## src/rtl/parking_entry_arbiter_pkg.sv

```systemverilog
// parking_entry_arbiter_pkg: shared FSM encoding, default sizes and width helper
package parking_entry_arbiter_pkg;
   typedef enum logic [1:0] {S_IDLE, S_OPEN, S_CLOSE} state_e;
   localparam int DEF_N_LANES     = 2;
   localparam int DEF_CAPACITY    = 8;
   localparam int DEF_OPEN_CYCLES = 4;
   function automatic int occ_w(input int cap);
      return $clog2(cap + 1);
   endfunction
endpackage

```

## src/rtl/parking_entry_arbiter_rr_picker.sv

```systemverilog
// parking_entry_arbiter_rr_picker: first requesting lane at or after the pointer, wrapping
module parking_entry_arbiter_rr_picker #(
   parameter int N  = 2,
   parameter int IW = $clog2(N)
) (
   input  logic [N-1:0]  req_i,
   input  logic [IW-1:0] ptr_i,
   output logic          valid_o,
   output logic [N-1:0]  onehot_o,
   output logic [IW-1:0] idx_o
);
   logic [IW-1:0] lane;
   // scan offsets high to low so the closest requester to the pointer wins last
   always_comb begin
      valid_o  = 1'b0;
      onehot_o = '0;
      idx_o    = '0;
      lane     = '0;
      for (int i = N - 1; i >= 0; i--) begin
         lane = IW'((int'(ptr_i) + i) % N);
         if (req_i[lane]) begin
            valid_o        = 1'b1;
            idx_o          = lane;
            onehot_o       = '0;
            onehot_o[lane] = 1'b1;
         end
      end
   end
endmodule

```

## src/rtl/parking_entry_arbiter.sv

```systemverilog
// parking_entry_arbiter: round-robin barrier grant with slot reservation and occupancy tracking
module parking_entry_arbiter
   import parking_entry_arbiter_pkg::*;
#(
   parameter  int N_LANES     = DEF_N_LANES,
   parameter  int CAPACITY    = DEF_CAPACITY,
   parameter  int OPEN_CYCLES = DEF_OPEN_CYCLES,
   localparam int LW          = $clog2(N_LANES),
   localparam int OW          = occ_w(CAPACITY),
   localparam int TW          = $clog2(OPEN_CYCLES + 1)
) (
   input  logic               clk,
   input  logic               reset_n,
   input  logic [N_LANES-1:0] entry_req,
   input  logic               exit_pulse,
   output logic [N_LANES-1:0] entry_grant,
   output logic [N_LANES-1:0] entry_deny,
   output logic               gate_open,
   output logic [LW-1:0]      active_lane,
   output logic [OW-1:0]      occupancy,
   output logic               full,
   output logic               underflow_err
);
   state_e             state_q;
   logic [N_LANES-1:0] grant_q, deny_q, pick_onehot;
   logic               gate_q, full_q, uf_q, pick_valid, fire, at_cap;
   logic [LW-1:0]      lane_q, ptr_q, pick_idx;
   logic [OW-1:0]      occ_q, occ_d;
   logic [TW-1:0]      timer_q;

   parking_entry_arbiter_rr_picker #(.N(N_LANES), .IW(LW)) u_pick (
      .req_i    (entry_req),
      .ptr_i    (ptr_q),
      .valid_o  (pick_valid),
      .onehot_o (pick_onehot),
      .idx_o    (pick_idx)
   );

   assign fire   = (state_q == S_IDLE) && pick_valid && !full_q;
   assign at_cap = (occ_q == OW'(CAPACITY));

   // a grant reserves a slot; an exit on the same edge cancels it out
   always_comb begin
      occ_d = (fire && !exit_pulse) ? occ_q + 1'b1 :
              (!fire && exit_pulse && occ_q != '0) ? occ_q - 1'b1 : occ_q;
   end

   // barrier FSM: grant in IDLE, hold the gate for OPEN_CYCLES, one closed cycle
   always_ff @(posedge clk or negedge reset_n) begin
      if (!reset_n) begin
         state_q <= S_IDLE;
         grant_q <= '0;
         gate_q  <= 1'b0;
         lane_q  <= '0;
         ptr_q   <= '0;
         timer_q <= '0;
      end else begin
         grant_q <= '0;
         case (state_q)
            S_IDLE: if (fire) begin
               grant_q <= pick_onehot;
               lane_q  <= pick_idx;
               ptr_q   <= (pick_idx == LW'(N_LANES - 1)) ? '0 : pick_idx + 1'b1;
               timer_q <= TW'(OPEN_CYCLES - 1);
               gate_q  <= 1'b1;
               state_q <= S_OPEN;
            end
            S_OPEN: if (timer_q == '0) begin
               gate_q  <= 1'b0;
               state_q <= S_CLOSE;
            end else begin
               timer_q <= timer_q - 1'b1;
            end
            default: state_q <= S_IDLE;
         endcase
      end
   end

   // occupancy, lot-full flag, denials and sticky underflow
   always_ff @(posedge clk or negedge reset_n) begin
      if (!reset_n) begin
         occ_q  <= '0;
         full_q <= 1'b0;
         deny_q <= '0;
         uf_q   <= 1'b0;
      end else begin
         occ_q  <= occ_d;
         full_q <= at_cap;
         deny_q <= entry_req & {N_LANES{at_cap}};
         uf_q   <= uf_q | (exit_pulse && occ_q == '0 && !fire);
      end
   end

   assign entry_grant   = grant_q;
   assign entry_deny    = deny_q;
   assign gate_open     = gate_q;
   assign active_lane   = lane_q;
   assign occupancy     = occ_q;
   assign full          = full_q;
   assign underflow_err = uf_q;
endmodule

```

## config.mk

```make
export PLATFORM = sky130hd
export DESIGN_NAME = parking_entry_arbiter
export DESIGN_NICKNAME = d
export VERILOG_FILES = /design/src/rtl/parking_entry_arbiter_pkg.sv /design/src/rtl/parking_entry_arbiter_rr_picker.sv /design/src/rtl/parking_entry_arbiter.sv
export SDC_FILE = /design/constraint.sdc
export NUM_CORES = 1
export LEC_CHECK = 0
export BUFFER_PORTS_ARGS = -buffer_cell sky130_fd_sc_hd__buf_4
export CAP_MARGIN = 25
export CORE_MARGIN = 2
export CORE_UTILIZATION = 50
export CTS_CLUSTER_SIZE = 20
export DETAILED_ROUTE_END_ITERATION = 10
export PLACE_DENSITY = 0.73
export SYNTH_ARGS = -nofsm -noshare
export SYNTH_HDL_FRONTEND = slang
export SYNTH_SLANG_ARGS = --single-unit
```

## constraint.sdc

```tcl
create_clock -name clk -period 6.39 [get_ports clk]
set_input_delay 1.5975 -clock clk [delete_from_list [all_inputs] [get_ports clk]]
set_output_delay 1.5975 -clock clk [all_outputs]
set_load 0.01 [all_outputs]
```

==> impl_table.tex <==
\begin{tabular}{lr}
\hline
Metric & Value \\
\hline
\multicolumn{2}{l}{\textbf{Synth}} \\
\quad Sequential-to-total area share from yosys stat & 52.2\% \\
\quad Ys async rst share & 100\% \\
\quad Syn Area/Cell & 11.2 um2 \\
\quad Cell type with the highest aggregate area in the netlist & sky130\_fd\_sc\_hd\_\_dfrtp\_1 \\
\quad Post-synth cell types & 32 \\
\quad Mapped Nets & 87 \\
\quad Area share of the largest cell type after synthesis & 52.2\% \\
\quad Post-synth EDFFs & 0 \\
\quad YS warnings & 0 \\
\quad Syn Inst Count & 77 \\
\quad Post-synth design cell area & 862 um2 \\
\quad Synth Register Bits & 18 \\
\quad Synth Flop Type & sky130\_fd\_sc\_hd\_\_dfrtp\_1 \\
\quad Biggest area contributors in the synthesized netlist & sky130\_fd\_sc\_hd\_\_dfrtp\_1 52\%, sky130\_fd\_sc\_hd\_\_ha\_1 5.8\%, sky130\_fd\_sc\_hd\_\_nand2\_1 4.8\%, sky130\_fd\_sc\_hd\_\_inv\_1 2.6\%, sky130\_fd\_sc\_hd\_\_a21oi\_1 2.3\% \\
\multicolumn{2}{l}{\textbf{Layout}} \\
\quad Fill cell instance count of the final layout & 147 \\
\quad Core occupancy in the finished layout & 62.2\% \\
\quad Most common library cell in the layout ignoring fill and taps & sky130\_fd\_sc\_hd\_\_dfrtp\_1 \\
\quad N\_diodes & 0 \\
\quad Area growth from synthesis to layout & 20.6\% \\
\quad Share of final-layout standard cells stronger than drive strength 1 & 30.9\% \\
\quad Highest-count cells in the layout ignoring fill and taps & 18 x sky130\_fd\_sc\_hd\_\_dfrtp\_1, 16 x sky130\_fd\_sc\_hd\_\_buf\_4, 11 x sky130\_fd\_sc\_hd\_\_nand2\_1 \\
\quad Total number of nets in the final design & 108 \\
\multicolumn{2}{l}{\textbf{CTS}} \\
\quad Clock Sinks & 18 \\
\quad Clk buf depth & 2 \\
\quad Latest clock arrival within the worst-skew pair & 0.29 ns \\
\quad Cts bufs inserted & 3 \\
\quad CTS tree & done \\
\quad Number of gates given a new drive strength after cts & 0 \\
\quad Setup Fix Bufs, Post-CTS & 0 \\
\quad Level count of the clock H-tree & 1 \\
\quad Register clock-pin slew on the reported worst setup and hold paths & 0.10 ns \\
\quad Hold-fix buffers at CTS & 0 \\
\quad Clock root buffer master & sky130\_fd\_sc\_hd\_\_clkbuf\_4 \\
\multicolumn{2}{l}{\textbf{Routing}} \\
\quad Vias & 633 \\
\quad DRC violation count after routing & 0 \\
\quad Drt wl/cell & 13.5 um \\
\quad Final ANT Viol Nets & 0 \\
\quad Pre-antenna DRT Iters & 5 \\
\quad Vias per Instance & 5.55 \\
\quad Iter 0 DRT Violations & 9 \\
\quad Total length of routed wires & 1.54 mm \\
\multicolumn{2}{l}{\textbf{Critical path}} \\
\quad Worst-path fanout max & 5 \\
\quad Crit path largest cell delay & 0.26 ns \\
\quad CP Cell Sequence & buf\_4 -> or2\_4 -> and3\_2 -> inv\_1 -> ha\_1 -> a21o\_1 -> a21oi\_1 -> mux2i\_1 -> xnor2\_1 \\
\quad Crit path launch type & input port \\
\quad Classification of the worst setup path & input port to flip-flop \\
\quad Worst EP required & 6.61 ns \\
\quad Worst path arrival time & 3.35 ns \\
\quad Crit path capture type & flip-flop \\
\quad Slowest-stage cell, CP & sky130\_fd\_sc\_hd\_\_or2\_4 \\
\multicolumn{2}{l}{\textbf{Timing}} \\
\quad Hold Fails Final Rpt & 0 \\
\quad Maximum clock skew at final layout & 0.00379 ns \\
\quad Clock period minus worst slack & 3.13 ns \\
\quad Headroom to the max-slew limit & 74.5\% \\
\quad Fin Hold WS & 0.486 ns \\
\quad Setup violation total in the final timing report & 0 \\
\quad Highest clock frequency the design can meet & 320 MHz \\
\quad Total negative setup slack & 0 ns \\
\quad Unrepaired setup endpoints after global routing & false \\
\quad Actual transition at the worst max-transition pin & 0.379 ns \\
\quad Final slew viol count & 0 \\
\quad Post-route fraction of the period consumed by the critical path & 49.0\% \\
\multicolumn{2}{l}{\textbf{Placement}} \\
\quad Port Buf Inserts & 16 \\
\quad DP HPWL & 1.15 mm \\
\quad Routability congestion estimate from global placement & 0.753 \\
\multicolumn{2}{l}{\textbf{Worst hold path}} \\
\quad Min-delay worst type & flip-flop to flip-flop \\
\multicolumn{2}{l}{\textbf{Floorplan}} \\
\quad Num ports & 17 \\
\quad Std-Cell Core Area & 1670 um2 \\
\quad Number of rows created at floorplan & 15 \\
\quad Die span in x & 45.5 um \\
\quad Starting utilization of the core area & 51.6\% \\
\quad Floorplan die area & 2070 um2 \\
\quad Die H & 45.5 um \\
\multicolumn{2}{l}{\textbf{Global route}} \\
\quad Congestion Overflow GR & 0 \\
\quad Number of global-route vias before repair & 608 \\
\quad Initial antenna violation count & 0 \\
\quad Pin count of the biggest net entering global routing & 19 \\
\quad Wire length of the first global-routing pass & 2.67 mm \\
\quad Total track usage & 18.3\% \\
\multicolumn{2}{l}{\textbf{Power and ir drop}} \\
\quad Worst VDD drop & 0.239 mV \\
\quad Power per unit of standard cell area & 526 nW/um2 \\
\quad Leakage power & 0.519 nW \\
\multicolumn{2}{l}{\textbf{Flow run}} \\
\quad Max-capacitance violation count & 0 \\
\multicolumn{2}{l}{\textbf{Run status}} \\
\quad Status & finished clean \\
\hline
\end{tabular}
-- report_power, final --
| part | total, mW | internal (mW) | switching [mW] |
|---|---|---|---|
| Clock | 0.0698 | 0.0347 | 0.0351 |
| Sequential | 0.209 | 0.163 | 0.0457 |
| Combinational | 0.268 | 0.135 | 0.133 |
-- synth_stat cells (2+ instances only) --
cell                        n
sky130_fd_sc_hd__inv_1      6
sky130_fd_sc_hd__dfrtp_1   18
sky130_fd_sc_hd__nand2b_1   2
sky130_fd_sc_hd__nor2_1     2
sky130_fd_sc_hd__xnor2_1    2
sky130_fd_sc_hd__o21ai_0    3
sky130_fd_sc_hd__and3_1     2
sky130_fd_sc_hd__nor3_1     2
sky130_fd_sc_hd__a21oi_1    4
sky130_fd_sc_hd__nand2_1   11
sky130_fd_sc_hd__ha_1       4
-- per-layer routing --
layer	vias up	share of wire, %	track usage (%)
li1	304	-	-
met2	22	49	28.2
met4	0	0.78	8.82
met1	305	44	23.7
met3	2	6.0	4.76
met5	-	0	0
-- critical path, delay by kind of cell --
kind,cells,cell delay (ns)
mux,1,0.24
simple gates,2,0.51
buf+inv,2,0.24
compound gates,2,0.38
fa+ha+maj,1,0.25
xor+xnor,1,0.14
-- worst paths after layout --
kind	from	endpoint	slack, ns	cells past startpoint
worst max register to register	state_q[1]	occupancy[3]	4.15	8
min in group asynchronous	reset_n	entry_deny[0]	1.15	1
worst min register to register	underflow_err	underflow_err	0.49	1
max in group asynchronous	reset_n	timer_q[1]	5.05	1
worst min-delay path	underflow_err	underflow_err	0.49	1
worst max-delay path	entry_req[0]	occupancy[3]	3.26	9
-- state kept, by name (all words and copies together) (netlist names), 2 cells and up --
register     cells
occupancy        4
timer_q          3
state_q          2
entry_grant      2
entry_deny       2
-- logic make-up after synthesis --
logic type | after synthesis | share of synthesized area, %
buffers and inverters | 6 | 2.61
AOI/OAI and AO/OA | 14 | 10.9
adders and majority gates | 5 | 8.13
xor gates and xnor gates | 3 | 3.05
muxes | 3 | 4.21
and+or+nand+nor | 28 | 18.9
DFF | 18 | 52.2
-- layout make-up --
cell class | instances | area [um2] | share of cell area, %
Multi-Input combinational cell | 53 | 389 | 37.4
Tap cell | 17 | 21.3 | 2.05
Sequential cell | 18 | 450 | 43.3
Timing Repair Buffer | 16 | 120 | 11.6
Clock buffer | 4 | 36.3 | 3.49
Inverter | 6 | 22.5 | 2.17
-- stage by stage --
stage / instances / power (mW) / setup WS (ns) / cell area (um2)
after floorplan: 77 / 0.390 / 3.23 / 862
after global placement: 110 / 0.470 / 3.06 / 1000
after detailed placement: 110 / 0.480 / 2.99 / 1000
after CTS: 114 / 0.553 / 3.29 / 1040
after global routing: 114 / 0.600 / 3.20 / 1040
final: 114 / 0.547 / 3.26 / 1040
Power figures use the tool's default switching activity.
